===== src/rtl/io_port_fx_if.sv =====
// Bus bundle for io_port_fx: decoder strobes, producer/consumer handshakes,
// occupancy counts and error flags.
interface io_port_fx_if #(
  parameter int unsigned NBDATA = 32,
  parameter int unsigned ADDRW  = 3
);
  logic              req_in;
  logic [NBDATA-1:0] io_in;
  logic              out_en;
  logic [NBDATA-1:0] acc_data;
  logic [NBDATA-1:0] in_data;
  logic              in_valid;
  logic              in_ready;
  logic [NBDATA-1:0] out_data;
  logic              out_valid;
  logic              out_ready;
  logic [ADDRW:0]    in_count;
  logic [ADDRW:0]    out_count;
  logic              in_underflow;
  logic              out_overflow;
  logic              clr_flags;

  modport master (
    output req_in, out_en, acc_data, in_data, in_valid, out_ready, clr_flags,
    input  io_in, in_ready, out_data, out_valid, in_count, out_count,
           in_underflow, out_overflow
  );

  modport slave (
    input  req_in, out_en, acc_data, in_data, in_valid, out_ready, clr_flags,
    output io_in, in_ready, out_data, out_valid, in_count, out_count,
           in_underflow, out_overflow
  );
endinterface


===== src/rtl/io_port_fx.sv =====
// Buffered IN/OUT responder: input FIFO feeding the decoder, output FIFO draining OUT words.
// Optional sticky error flags are built when IO_ERR_FLAG_EN is defined.
module io_port_fx #(
  parameter int unsigned NBDATA = 32,
  parameter int unsigned DEPTH  = 8,
  parameter int unsigned ADDRW  = 3
) (
  input  logic        clk,
  input  logic        rst,
  io_port_fx_if.slave bus
);
  localparam int unsigned PW = ADDRW + 1;

  logic [PW-1:0]     in_wr, in_rd, out_wr, out_rd;
  logic [PW-1:0]     in_cnt, out_cnt;
  logic [NBDATA-1:0] in_mem  [DEPTH];
  logic [NBDATA-1:0] out_mem [DEPTH];

  logic in_empty_c, in_full_c, out_empty_c, out_full_c;
  logic in_push_c, in_pop_c, out_push_c, out_pop_c;

  // Full/empty from pointer MSB and low-bit comparison
  always_comb begin
    in_empty_c  = (in_wr == in_rd);
    in_full_c   = (in_wr[ADDRW] != in_rd[ADDRW]) &&
                  (in_wr[ADDRW-1:0] == in_rd[ADDRW-1:0]);
    out_empty_c = (out_wr == out_rd);
    out_full_c  = (out_wr[ADDRW] != out_rd[ADDRW]) &&
                  (out_wr[ADDRW-1:0] == out_rd[ADDRW-1:0]);
    in_push_c   = bus.in_valid && !in_full_c;
    in_pop_c    = bus.req_in && !in_empty_c;
    out_push_c  = bus.out_en && !out_full_c;
    out_pop_c   = bus.out_ready && !out_empty_c;
  end

  // Pointers and occupancy; an OUT into a full FIFO is dropped even if the
  // consumer pops in the same cycle
  always_ff @(posedge clk or negedge rst) begin
    if (!rst) begin
      in_wr   <= '0;
      in_rd   <= '0;
      out_wr  <= '0;
      out_rd  <= '0;
      in_cnt  <= '0;
      out_cnt <= '0;
    end else begin
      if (in_push_c)  in_wr  <= in_wr + PW'(1);
      if (in_pop_c)   in_rd  <= in_rd + PW'(1);
      if (out_push_c) out_wr <= out_wr + PW'(1);
      if (out_pop_c)  out_rd <= out_rd + PW'(1);
      in_cnt  <= in_cnt + PW'(in_push_c) - PW'(in_pop_c);
      out_cnt <= out_cnt + PW'(out_push_c) - PW'(out_pop_c);
    end
  end

  // Storage is deliberately left out of reset
  always_ff @(posedge clk) begin
    if (in_push_c)  in_mem[in_wr[ADDRW-1:0]]   <= bus.in_data;
    if (out_push_c) out_mem[out_wr[ADDRW-1:0]] <= bus.acc_data;
  end

  assign bus.in_ready  = !in_full_c;
  assign bus.out_valid = !out_empty_c;
  assign bus.io_in     = in_empty_c  ? '0 : in_mem[in_rd[ADDRW-1:0]];
  assign bus.out_data  = out_empty_c ? '0 : out_mem[out_rd[ADDRW-1:0]];
  assign bus.in_count  = in_cnt;
  assign bus.out_count = out_cnt;

`ifdef IO_ERR_FLAG_EN
  logic uf_q, of_q;

  // Sticky flags; a new error in the clearing cycle keeps the flag set
  always_ff @(posedge clk or negedge rst) begin
    if (!rst) begin
      uf_q <= 1'b0;
      of_q <= 1'b0;
    end else begin
      if (bus.req_in && in_empty_c)     uf_q <= 1'b1;
      else if (bus.clr_flags)           uf_q <= 1'b0;
      if (bus.out_en && out_full_c)     of_q <= 1'b1;
      else if (bus.clr_flags)           of_q <= 1'b0;
    end
  end

  assign bus.in_underflow = uf_q;
  assign bus.out_overflow = of_q;
`else
  assign bus.in_underflow = 1'b0;
  assign bus.out_overflow = 1'b0;
`endif
endmodule

===== src/flat_wrapper.sv =====
// flat-port wrapper written by rule: the top's interface ports become plain ports
module io_port_fx_flat 
#(
  parameter int unsigned NBDATA = 32,
  parameter int unsigned DEPTH  = 8,
  parameter int unsigned ADDRW  = 3
)
  (clk, rst, bus_req_in, bus_out_en, bus_acc_data, bus_in_data, bus_in_valid, bus_out_ready, bus_clr_flags, bus_io_in, bus_in_ready, bus_out_data, bus_out_valid, bus_in_count, bus_out_count, bus_in_underflow, bus_out_overflow);
  io_port_fx_if #(.NBDATA(NBDATA), .ADDRW(ADDRW)) bus_i ();
  input  logic clk;
  input  logic rst;
  input wire logic [$bits(bus_i.req_in)-1:0] bus_req_in;
  input wire logic [$bits(bus_i.out_en)-1:0] bus_out_en;
  input wire logic [$bits(bus_i.acc_data)-1:0] bus_acc_data;
  input wire logic [$bits(bus_i.in_data)-1:0] bus_in_data;
  input wire logic [$bits(bus_i.in_valid)-1:0] bus_in_valid;
  input wire logic [$bits(bus_i.out_ready)-1:0] bus_out_ready;
  input wire logic [$bits(bus_i.clr_flags)-1:0] bus_clr_flags;
  output wire logic [$bits(bus_i.io_in)-1:0] bus_io_in;
  output wire logic [$bits(bus_i.in_ready)-1:0] bus_in_ready;
  output wire logic [$bits(bus_i.out_data)-1:0] bus_out_data;
  output wire logic [$bits(bus_i.out_valid)-1:0] bus_out_valid;
  output wire logic [$bits(bus_i.in_count)-1:0] bus_in_count;
  output wire logic [$bits(bus_i.out_count)-1:0] bus_out_count;
  output wire logic [$bits(bus_i.in_underflow)-1:0] bus_in_underflow;
  output wire logic [$bits(bus_i.out_overflow)-1:0] bus_out_overflow;
  assign bus_i.req_in = bus_req_in;
  assign bus_i.out_en = bus_out_en;
  assign bus_i.acc_data = bus_acc_data;
  assign bus_i.in_data = bus_in_data;
  assign bus_i.in_valid = bus_in_valid;
  assign bus_i.out_ready = bus_out_ready;
  assign bus_i.clr_flags = bus_clr_flags;
  assign bus_io_in = bus_i.io_in;
  assign bus_in_ready = bus_i.in_ready;
  assign bus_out_data = bus_i.out_data;
  assign bus_out_valid = bus_i.out_valid;
  assign bus_in_count = bus_i.in_count;
  assign bus_out_count = bus_i.out_count;
  assign bus_in_underflow = bus_i.in_underflow;
  assign bus_out_overflow = bus_i.out_overflow;
  io_port_fx #(.NBDATA(NBDATA), .DEPTH(DEPTH), .ADDRW(ADDRW)) u_core (.clk(clk), .rst(rst), .bus(bus_i));
endmodule

===== config.mk =====
export PLATFORM = sky130hd
export DESIGN_NAME = io_port_fx_flat
export DESIGN_NICKNAME = d
export VERILOG_FILES = /design/src/rtl/io_port_fx_if.sv /design/src/rtl/io_port_fx.sv /design/src/flat_wrapper.sv
export SDC_FILE = /design/constraint.sdc
export NUM_CORES = 1
export LEC_CHECK = 0
export CORE_ASPECT_RATIO = 0.7
export CORE_MARGIN = 2
export CORE_UTILIZATION = 44
export CTS_CLUSTER_SIZE = 25
export DETAILED_ROUTE_END_ITERATION = 10
export PLACE_DENSITY_LB_ADDON = 0.25
export SYNTH_ARGS = -nofsm -noshare
export SYNTH_HDL_FRONTEND = slang
export SYNTH_SLANG_ARGS = --single-unit

===== constraint.sdc =====
create_clock -name clk -period 7.82 [get_ports clk]
set_input_delay 1.564 -clock clk [delete_from_list [all_inputs] [get_ports clk]]
set_output_delay 1.564 -clock clk [all_outputs]
set_load 0.005 [all_outputs]

* Word level (Yosys, flattened, before mapping) *
Memories as Yosys holds them, arrays and structs flattened.
Cells that the tools add are included.

storage, ports and cells
  bits in registers = 24
  memory bits (writable) = 512
  output and inout port bits = 76
  logic and storage cells = 38
  memories kept = 2

memories
  name            depth  bits a word  rd ports  clocked after memory_dff  wr ports  line              RTL
  u_core.in_mem   8      32           1         0                         1         io_port_fx.sv:16  logic [NBDATA-1:0] in_mem [DEPTH];
  u_core.out_mem  8      32           1         0                         1         io_port_fx.sv:17  logic [NBDATA-1:0] out_mem [DEPTH];

cells by class
  add/subtract/negate cells = 8
  equal/unequal tests = 6
  muxes and demuxes = 6
  reduce and logical (&&, ||, !) cells = 10

operators with widths
  cell                                                           number
  32-bit two-way mux                                             2
  4-bit by 1-bit adder with 4-bit output, second input constant  4
  4-bit by 1-bit adder with 4-bit output                         2
  4-bit equality test                                            2
  4-bit by 1-bit subtractor with 4-bit output                    2
  3-bit equality test                                            2
  1-bit logical AND                                              6
  1-bit logical NOT                                              4
  1-bit two-way mux                                              4
  1-bit != test                                                  2

* Logic depth before layout (Yosys ltp) *
  depth after elaboration = 6
  depth in mapped cells = 10

* Worst setup path after synthesis *
OpenSTA, ideal clock, no wires.

  path kind = input to register
  start = input bus_out_en
  end = memory u_core.out_mem[6][0], enable pin
  arrival = 5004 ps
  required time = 7307 ps
  setup slack = 2303 ps
  cell stages on the path = 2
  path buffers = 0
  path through = nand2_1 > nor4b_1

on the way
  word-level cells in the longest chain between the ends = 3

RTL lines
  item                                     line                RTL
  start: declaration                       flat_wrapper.sv:13  input wire logic [$bits(bus_i.out_en)-1:0] bus_out_en;
  1-bit logical AND                        io_port_fx.sv:32    out_push_c = bus.out_en && !out_full_c;
  1-bit two-way mux                        io_port_fx.sv:59    if (out_push_c) out_mem[out_wr[ADDRW-1:0]] <= bus.acc_data;
  1-bit two-way mux (not written as such)  io_port_fx.sv:59
  end: declaration                         io_port_fx.sv:17

No other way between the ends.

* Final worst setup path *
  start = register u_core.out_rd[0]
  end = output bus_out_data[29]

on the way
  word-level cells in the longest chain between the ends = 2
  elaborated cells between the ends (all ways) = 3

RTL lines
  item                                                      line                RTL
  start: declaration                                        io_port_fx.sv:14    logic [PW-1:0] in_wr, in_rd, out_wr, out_rd;
  start signal: assignment                                  io_port_fx.sv:50    if (out_pop_c) out_rd <= out_rd + PW'(1);
  memory 8 x 32 bit or 4-bit equality test (tied branches)  --
  32-bit two-way mux *                                      io_port_fx.sv:65    assign bus.out_data = out_empty_c ? '0 : out_mem[out_rd[ADDRW-1:0]];
  end: declaration                                          flat_wrapper.sv:21  output wire logic [$bits(bus_i.out_data)-1:0] bus_out_data;

Every way passes the cells marked *; elsewhere a longest branch is shown, timed or not.

==> impl_summary.txt <==
----------------------------------------------------
[Die]
  Initial Util ... 44.8%
  Die span in y ... 189 µm
  Count of standard-cell rows ... 67
  Overall die width ... 269 µm
  Count of pins on the block boundary ... 147
  Area of the core ... 0.0481 mm²
  Die area ... 0.0508 mm²

[Pwr]
  Sw Share ... 32.5%
  Switching power total ... 3.32 mW
  Clock power share ... 23.8%
  VDD IR max ... 0.297 mV
  Static Leakage ... 8.95 nW
  Internal power of the cells ... 6.92 mW
  Proportion of power drawn by combinational gates ... 37.8%
  Sequential cell fraction of total power ... 38.4%
  Power density of the placed cells ... 403 mW/mm²

[Placement]
  Placed cells ... 1,957
  Count of port buffers added during placement ... 143
  Estimated wirelength of the detail-placed design ... 23.5 mm
  Post-Place Cell Area ... 0.0238 mm²
  Placer Congestion ... 0.714

[Timing]
  RSZ-0062 raised after global routing ... false
  Sum Neg Setup Slack ... 0 ps
  Count of final setup violators ... 0
  Hold violation total from the final report ... 0
  Worst clock skew ... 37.5 ps
  Maximum clock frequency ... 192 MHz
  Number of pins with negative max-slew slack in the final report ... 0
  Least-Margin Pin Slew ... 1190 ps
  Period utilisation layout ... 66.6%
  Max transition margin ... 20.8%
  Shortest clock period the worst path allows after layout ... 5210 ps
  Final-layout worst hold slack ... 604 ps

[Critical path]
  WS Path Type ... register to output pin
  Ordered cell list for the critical path ... buf_4 -> mux2i_1 -> a22oi_1 -> and3_1 -> clkdlybuf4s50_1
  Crit path arrival time ... 3640 ps
  Crit. path cell count ... 5
  Crit start category ... register
  Crit path max-delay family ... buffers and inverters
  Crit Reg-Reg Endpoint ... u_core.out_mem[1][26]
  Crit end category ... output pin
  Critical path data required time ... 6260 ps
  RR Startpoint ... u_core.out_rd[0]
  Crit path largest cell delay ... 970 ps
  Depth of the most critical reg-to-reg path ... 4
  Critical path buffer and inverter count ... 2
  Cell with the largest stage delay on the worst path ... dfrtp_4
  Internal reg-to-reg setup slack ... 4580 ps
  Crit path max fanout ... 54

[Synth]
  Largest family of logic cells by synthesized area ... multiplexers
  Post-synthesis cell count ... 1,203
  Synth Area in Adders ... 0.883%
  Synthesized cell area ... 0.0215 mm²
  Register area share after synthesis ... 74.1%
  Flops & latches, synth ... 536
  Simple logic cell fraction of the synthesized area ... 3.24%
  Number of distinct library cells after synthesis ... 43
  Syn avg cell area ... 17.9 µm²
  Xor-xnor portion of the synthesized cell area ... 1.60%
  Multiplexer share of the synthesized area ... 12.1%
  Post-synthesis compound-gate area fraction ... 5.67%
  Yosys warning count ... 0

[Route]
  Total detailed-routing wirelength ... 44.7 mm
  Number of design-rule violations left by the first detailed-router iteration ... 783
  # DRC ... 0
  Vias/cell ... 5.32
  Routed vias ... 10,911
  Total iterations of the first detailed-routing run ... 5
  Antenna viol nets, final ... 0
  Average routed wire per standard cell ... 21.8 µm

[Global route]
  Pin count of the biggest net entering global routing ... 134
  Number of antenna violations at the first check in global routing ... 3
  Global-route usage over all layers ... 17.7%
  Via count of the first global-routing pass ... 10,946
  Global-route congestion overflow total ... 0
  Global-route wire length before repair ... 67.0 mm

[CTS]
  Maximum clock insertion buffer count ... 3
  H-Tree Depth ... 2
  Root buf cell ... clkbuf_16
  Worst-path clk slew ... 70 ps
  Clock tree from TritonCTS ... yes
  Post-CTS setup repair buffer count ... 0
  Number of buffers created by CTS ... 51
  Worst-skew pair later-pin latency ... 600 ps
  Post-cts sizing count ... 0
  Sinks on Clock Net ... 536
  Number of buffers added to fix hold violations after cts ... 0

[Min path]
  Worst Hold Path EP ... u_core.bus.out_count[3]
  Cell count of the worst hold path ... 2
  Beginning of the worst hold path ... u_core.bus.out_count[3]
  Type of the tightest min-delay check ... register to register

[Cells and area]
  Area Overhead vs Synth ... 18.0%
  Most frequent cells in the layout ... edfxtp_1, mux2i_1, clkdlybuf4s50_1
  Final core occ ... 52.8%
  Post-layout instance area ... 0.0254 mm²
  Commonest non-fill, non-tap cell in the layout ... edfxtp_1
  Final net count ... 1,440
  Share of layout cells above drive strength 1 ... 10.5%
  Filler cell count ... 3,877
  Final Non-Filler Cells ... 2,052

[Outcome]
  Run status ... complete, no violations

[Job]
  Number of maximum-capacitance violations ... 0

----------------------------------------------------
==> area by class of cell <==
class	count	area (µm²)	area share (%)
clock buffers	64	1350	5.30
clock inverters	29	308	1.21
flip-flops and latches	536	16000	62.9
inverters	21	78.8	0.310
well taps	655	820	3.22
repair buffers	176	1690	6.65
diodes	2	5.00	0.0197
multi-input cells	569	5190	20.4
==> sequential cells by signal, indices dropped and copies added, names as in the netlist <==
register and count:
u_core.bus.out_count 4, u_core.in_mem 256, u_core.bus.in_count 4, u_core.in_wr 4
u_core.out_wr 4, u_core.out_mem 256, u_core.in_rd 4, u_core.out_rd 4
==> synth_stat cells, drive strengths merged <==
master  instances  area share (%)
nor3            4           0.093
nand3b          1           0.035
clkbuf         39            0.75
edfxtp        512              71
buf            39             1.2
nand2b          3           0.087
o311ai          4            0.16
xor2           12            0.80
mux2i         256              12
xnor2          18            0.80
conb            1           0.017
nor4b           3            0.12
nor2            7            0.12
dfrtp          24             2.8
mux2            4            0.24
nor3b           1           0.035
and3           64             1.9
and2            2           0.058
nand4           6            0.20
a311o           4            0.19
a21oi           2           0.046
nor4            5            0.24
ha             12            0.70
o41ai           5            0.59
inv            21            0.37
nor2b           5            0.15
a21o            2           0.070
fa              2            0.19
a41oi           4            0.16
nand2          11            0.19
nand3           2           0.046
a22oi         128             4.5
==> metrics by stage <==
stage | worst slack [ps] | total power, mW
after floorplan | 2300 | 6.21
after global placement | 3230 | 7.86
after detailed placement | 3230 | 7.91
after CTS | 2560 | 10.4
after global routing | 2360 | 10.8
final | 2610 | 10.2
==> cells by family (layout without fill, tap and decap cells) <==
family	after synthesis	in the layout
adder cells (fa/ha/maj)	14	14
AND/OR/NAND/NOR	114	114
flip-flops	536	536
XOR/XNOR	30	30
multiplexers	260	260
other	1	4
buffers and inverters	99	290
AO/OA/AOI/OAI	149	149
==> worst register-to-register path: cells and delay by family, from the launching register on <==
family                    cells  cell delay, ps
xor gates and xnor gates      1             400
buffers and inverters         1             530
DFF                           1             970
and+or+nand+nor               2             930
==> how the worst max path moves through the flow <==
stage	from	end	slack (ps)
2_1_floorplan	bus_out_en	u_core.out_mem[6][0]	2300
3_3_place_gp	u_core.out_rd[0]	bus_out_data[29]	3230
3_5_place_dp	u_core.out_rd[0]	bus_out_data[30]	3230
4_1_cts	u_core.out_rd[0]	bus_out_data[30]	2560
5_1_grt	u_core.out_rd[0]	bus_out_data[30]	2360
6_report	u_core.out_rd[0]	bus_out_data[29]	2610
==> power groups by stage <==
stage / Clock, mW / Sequential (mW) / Combinational (mW)
global placement: 0 / 3.98 / 3.88
CTS: 2.50 / 3.94 / 3.94
detailed placement: 0 / 3.99 / 3.92
global route: 2.61 / 3.98 / 4.18
floorplan: 0 / 3.84 / 2.37
finish: 2.44 / 3.93 / 3.87
==> metal layers <==
metal  GRT usage, %  wire, µm  share of wire, %  vias to the layer above
met5              0        13             0.029                        -
met2           27.0     20700                46                      261
met4           4.49       741               1.7                        2
li1               -         -                 -                     5086
met1           26.3     20900                47                     5505
met3           3.12      2370               5.3                       57
Note: power is estimated with default switching activity, not from simulation.
